<file path="config.mk">
export PLATFORM = sky130hd
export DESIGN_NAME = driver_config_loader
export DESIGN_NICKNAME = d
export VERILOG_FILES = /design/src/rtl/driver_config_loader.sv
export SDC_FILE = /design/constraint.sdc
export NUM_CORES = 1
export LEC_CHECK = 0
export CELL_PAD_IN_SITES_DETAIL_PLACEMENT = 0
export CELL_PAD_IN_SITES_GLOBAL_PLACEMENT = 1
export CORE_UTILIZATION = 25
export CTS_BUF_LIST = sky130_fd_sc_hd__clkbuf_4
export DETAILED_ROUTE_END_ITERATION = 6
export DONT_BUFFER_PORTS = 1
export PLACE_DENSITY_LB_ADDON = 0.1
export SETUP_SLACK_MARGIN = 0.1
export SLEW_MARGIN = 10
export SYNTH_ARGS = -nofsm -noshare
export SYNTH_HDL_FRONTEND = slang
export SYNTH_SLANG_ARGS = --single-unit
</file>
<file path="constraint.sdc">
create_clock -name clk -period 5.48 [get_ports clk]
set_input_delay 1.096 -clock clk [delete_from_list [all_inputs] [get_ports clk]]
set_output_delay 1.096 -clock clk [all_outputs]
set_load 0.02 [all_outputs]
</file>
<file path="src/rtl/driver_config_loader.sv">
// Loads the SPI configuration word into a daisy chain of LED drivers using the
// FC write protocol (FCWRTEN latch sequence, then MSB-first data with trailing LAT).
module driver_config_loader #(
  parameter int CONFIG_W    = 48,
  parameter int NB_DRIVERS  = 1,
  parameter int FCWRTEN_LAT = 15,
  parameter int WRTFC_LAT   = 5
) (
  input  logic                clk,
  input  logic                nrst,
  input  logic [CONFIG_W-1:0] config_in,
  input  logic                new_config_available,
  input  logic                cfg_grant,
  output logic                cfg_req,
  output logic                driver_sclk,
  output logic                driver_sin,
  output logic                driver_lat,
  output logic                busy,
  output logic                config_done
);

  localparam int SHIFT_PULSES = NB_DRIVERS * CONFIG_W;
  localparam int CNT_MAX      = (FCWRTEN_LAT > SHIFT_PULSES) ? FCWRTEN_LAT : SHIFT_PULSES;
  localparam int CNT_W        = $clog2(CNT_MAX + 1);
  localparam int IDX_W        = (CONFIG_W > 1) ? $clog2(CONFIG_W) : 1;

  localparam logic [CNT_W-1:0] FC_LAST   = CNT_W'(FCWRTEN_LAT - 1);
  localparam logic [CNT_W-1:0] SH_LAST   = CNT_W'(SHIFT_PULSES - 1);
  localparam logic [CNT_W-1:0] LAT_FIRST = CNT_W'(SHIFT_PULSES - WRTFC_LAT);
  localparam logic [IDX_W-1:0] IDX_TOP   = IDX_W'(CONFIG_W - 1);

  typedef enum logic [2:0] {
    S_IDLE,
    S_REQUEST,
    S_FCWRTEN,
    S_GAP,
    S_SHIFT,
    S_DONE
  } state_t;

  state_t              state, state_n;
  logic                phase, phase_n;
  logic [CNT_W-1:0]    cnt, cnt_n;
  logic [IDX_W-1:0]    bit_idx, idx_n;
  logic                pending, pending_n;
  logic                capture;
  logic [CONFIG_W-1:0] shadow_cfg;

  logic sync_p0, sync_p1, edge_p2;
  logic trigger;

  logic req_n, sclk_n, sin_n, lat_n, busy_n, done_n;

  // Stage p0/p1: metastability filter for the sck-domain flag; p2: edge history
  always_ff @(posedge clk or negedge nrst) begin
    if (!nrst) begin
      sync_p0 <= 1'b0;
      sync_p1 <= 1'b0;
      edge_p2 <= 1'b0;
    end else begin
      sync_p0 <= new_config_available;
      sync_p1 <= sync_p0;
      edge_p2 <= sync_p1;
    end
  end

  assign trigger = sync_p1 & ~edge_p2;

  // Shadow word is data only; it is always rewritten before it is shifted out
  always_ff @(posedge clk) begin
    if (capture) begin
      shadow_cfg <= config_in;
    end
  end

  always_comb begin
    state_n   = state;
    phase_n   = phase;
    cnt_n     = cnt;
    idx_n     = bit_idx;
    pending_n = pending | (trigger & (state != S_IDLE));
    capture   = 1'b0;

    unique case (state)
      S_IDLE: begin
        if (trigger) begin
          state_n = S_REQUEST;
          capture = 1'b1;
        end
      end
      S_REQUEST: begin
        if (cfg_grant) begin
          state_n = S_FCWRTEN;
          phase_n = 1'b0;
          cnt_n   = '0;
        end
      end
      S_FCWRTEN: begin
        phase_n = ~phase;
        if (phase) begin
          if (cnt == FC_LAST) begin
            state_n = S_GAP;
            cnt_n   = '0;
          end else begin
            cnt_n = cnt + 1'b1;
          end
        end
      end
      S_GAP: begin
        phase_n = ~phase;
        if (phase) begin
          state_n = S_SHIFT;
          cnt_n   = '0;
          idx_n   = IDX_TOP;
        end
      end
      S_SHIFT: begin
        phase_n = ~phase;
        if (phase) begin
          if (cnt == SH_LAST) begin
            state_n = S_DONE;
          end else begin
            cnt_n = cnt + 1'b1;
            // every driver in the chain receives the same word, so wrap per word
            idx_n = (bit_idx == '0) ? IDX_TOP : bit_idx - 1'b1;
          end
        end
      end
      S_DONE: begin
        phase_n = 1'b0;
        cnt_n   = '0;
        if (pending_n) begin
          state_n   = S_REQUEST;
          pending_n = 1'b0;
          capture   = 1'b1;
        end else begin
          state_n = S_IDLE;
        end
      end
      default: begin
        state_n = S_IDLE;
      end
    endcase

    // Outputs are decoded from the next state so they leave a register glitch-free
    req_n  = (state_n == S_REQUEST) || (state_n == S_FCWRTEN) ||
             (state_n == S_GAP)     || (state_n == S_SHIFT);
    sclk_n = phase_n && ((state_n == S_FCWRTEN) || (state_n == S_SHIFT));
    lat_n  = (state_n == S_FCWRTEN) || ((state_n == S_SHIFT) && (cnt_n >= LAT_FIRST));
    sin_n  = (state_n == S_SHIFT) ? shadow_cfg[idx_n] : 1'b0;
    busy_n = (state_n != S_IDLE);
    done_n = (state_n == S_DONE);
  end

  always_ff @(posedge clk or negedge nrst) begin
    if (!nrst) begin
      state       <= S_IDLE;
      phase       <= 1'b0;
      cnt         <= '0;
      bit_idx     <= '0;
      pending     <= 1'b0;
      cfg_req     <= 1'b0;
      driver_sclk <= 1'b0;
      driver_sin  <= 1'b0;
      driver_lat  <= 1'b0;
      busy        <= 1'b0;
      config_done <= 1'b0;
    end else begin
      state       <= state_n;
      phase       <= phase_n;
      cnt         <= cnt_n;
      bit_idx     <= idx_n;
      pending     <= pending_n;
      cfg_req     <= req_n;
      driver_sclk <= sclk_n;
      driver_sin  <= sin_n;
      driver_lat  <= lat_n;
      busy        <= busy_n;
      config_done <= done_n;
    end
  end

endmodule

</file>
==> flow_metrics.py <==
metrics = {
    "final_layout": {
        "layout-drive-gt1-share_pct": 11.26,
        "diodes": 0,
        "final_nets": 352,
        "area_growth_syn_to_layout_pct": 9.210,
        "postLayoutCoreUtil_pct": 27.90,
    },
    "placement": {
        "io_buffers": 0,
        "hpwl_mm": 5.764,
        "routabilityCongestion": 0.7340,
    },
    "clocking": {
        "clkTransAtPathRegs_ns": 0.14,
        "post_cts_resized": 0,
        "cts_buffers": 9,
        "postCtsSetupBuffers": 0,
        "cts_hold_buf": 0,
        "h-tree-depth": 3,
        "clock-root-buffer": "clkbuf_4",
        "cts_sinks": 74,
        "clkLatencyLatePin_ns": 0.45,
        "cts_tree": "done",
        "clock_path_buffers": 2,
    },
    "routing": {
        "drc_errors": 0,
        "drt-pass1-iter-count": 4,
        "wl_met2_mm": 3.670,
        "vias": 2225,
        "wl_met3_um": 421,
        "drt_iter0_drc": 125,
        "drt_wl_total_mm": 7.986,
        "viasPerCell": 4.616,
        "wl_per_cell_um": 16.57,
        "ant_nets": 0,
        "top_layer": "met4",
        "wl_met1_mm": 3.782,
    },
    "worst_setup_path": {
        "startpoint_type": "flop",
        "cp_data_arrival_time_ns": 3.52,
        "crit_fanout": 21,
        "ff2ff_setup_slack_ns": 2.31,
        "path_class": "reg2reg",
        "critPathRequiredTime_ns": 5.83,
        "worst_setup_path_end_kind": "flop",
    },
    "timing": {
        "rsz0062_at_grt": "false",
        "max_freq_mhz": 315.4,
        "hold_violations": 0,
        "timing.slew.headroom_pct": 41.72,
        "tightestPinTransition_ns": 0.8728,
        "fin_skew_ns": 0.01244,
        "tns_ns": 0,
        "period_share_pct": 57.85,
        "fin_crit_ns": 3.170,
        "drv_slew": 0,
        "whs_ns": 0.3172,
        "setup_viol": 0,
    },
    "synthesis": {
        "synth_compound_area_share_pct": 13.57,
        "synth_edf_count": 48,
        "synth-simple-area-share_pct": 14.10,
        "syn_area_per_cell_um2": 11.93,
        "synthXorXnorAreaFrac_pct": 0.4959,
        "synthTopCellsByCount": "edfxtp_1 (48), nand2_1 (29), mux2i_1 (28), dfrtp_1 (26), nor2_1 (21)",
        "synth_top_family_by_area": "simple AND/OR/NAND/NOR gates",
        "yosysWarnings": 0,
        "ys_seq_area_share_pct": 59.23,
        "synth.most_common_cell": "edfxtp_1",
        "synthAdderAreaFrac_pct": 1.063,
        "synth_area_um2": 3532,
        "synth_nets": 351,
        "synth_mux_area_share_pct": 8.254,
        "netlist.area_leader.share_pct": 40.81,
        "synth_seq_cells": 74,
        "yosys-top-cells-area": "edfxtp_1 (41%), dfrtp_1 (18%), mux2i_1 (7.9%)",
        "async_flop_share_pct": 35.14,
        "synth_cell_types": 51,
        "syn_inst": 296,
        "yosys.area.top_type": "edfxtp_1",
        "ys.flop_type": "edfxtp_1",
    },
    "die": {
        "fp.dieArea_um2": 14610,
        "core_um2": 13830,
        "rows": 43,
        "start_util_pct": 25.55,
        "pin_count": 58,
        "die_x_um": 120.9,
        "die_h_um": 120.9,
    },
    "grt": {
        "antenna_found_initial": 0,
        "grt_pass1_vias": 2248,
        "grt.total_usage_pct": 12.10,
        "grt_pass1_wl_mm": 12.82,
        "grt_max_degree": 49,
        "overflow": 0,
    },
    "pwr": {
        "leakagePower_nw": 1.445,
        "ir_drop_uv": 164.0,
        "p_per_area_nw_per_um2": 506.7,
    },
    "job": {
        "maxCapViolCount": 0,
    },
    "hold_path": {
        "hold_class": "in2async",
    },
    "run_status": {
        "outcome": "finished clean",
    },
}
==> cells in the final DEF (no fill, tap or decap), types with 6 or more instances in the layout <==
master and n:
o211ai_1 6, nand2_1 29, nand2b_1 6, clkbuf_4 10
edfxtp_1 48, o21ai_0 13, dfrtp_1 26, inv_1 11
a21oi_1 17, nor2_1 21, nand3_1 8, mux2i_1 27
nor3_1 7
==> area by class of cell <==
cell class                 count  area [µm²]
fill                        1453        9970
sequential                    74        2092
multi-input combinational    198        1339
tap                          180       225.2
clock buffer                  10       75.07
clock inverter                 6       66.31
inverter                      12       45.04
timing repair buffer           2       15.01
==> per-stage QoR <==
step | std cells | power, mW | setup WS [ns] | area [µm²]
after floorplan | 296 | 1.444 | 1.227 | 3532
after global placement | 466 | 1.644 | 2.332 | 3716
after detailed placement | 466 | 1.631 | 2.337 | 3716
after CTS | 482 | 1.995 | 2.304 | 3857
after global routing | 482 | 2.120 | 1.994 | 3857
final | 482 | 1.955 | 2.310 | 3857
==> power by group <==
part	switching [mW]	internal [mW]
sequential	0.154	0.731
combinational	0.428	0.289
clock	0.208	0.145
==> sequential cells by signal (all words and copies together) (netlist names), 3 cells and up <==
register,flops
shadow_cfg,48
bit_idx,6
cnt,6
state,3
==> per-layer routing <==
metal | global-route usage, % | up-vias
met2 | 18.14 | 54
met3 | 4.934 | 8
met1 | 15.65 | 1050
li1 | - | 1113
met4 | 4.167 | 0
met5 | 0 | -
==> cells by family (layout without fill, tap and decap cells) <==
group | Yosys count | in the layout
AO/OA/AOI/OAI | 69 | 69
multiplexers | 29 | 29
buffers and inverters | 24 | 30
AND/OR/NAND/NOR | 95 | 95
XOR/XNOR | 2 | 2
adder cells (fa/ha/maj) | 3 | 3
flip-flops | 74 | 74
==> worst paths after layout <==
| path | depth (start not counted) | start | end |
|---|---|---|---|
| min reg2reg | 0 | sync_p0 | sync_p1 |
| max | 10 | state[0] | driver_sin |
| min | 0 | nrst | bit_idx[5] |
| max reg2reg | 10 | state[0] | driver_sin |
| max in group asynchronous | 0 | nrst | state[0] |
| min in group clk | 0 | sync_p0 | sync_p1 |
==> critical path: stages, from the launching register on <==
cell,delay (ns)
dfrtp_1,0.79
nand4bb_4,0.29
o21bai_4,0.22
mux2i_2,0.25
buf_4,0.33
mux2i_1,0.12
and3_1,0.19
a311oi_1,0.27
nand3_1,0.13
o211a_1,0.16
o41ai_2,0.34
No activity file was read; power rests on OpenSTA's default activity.
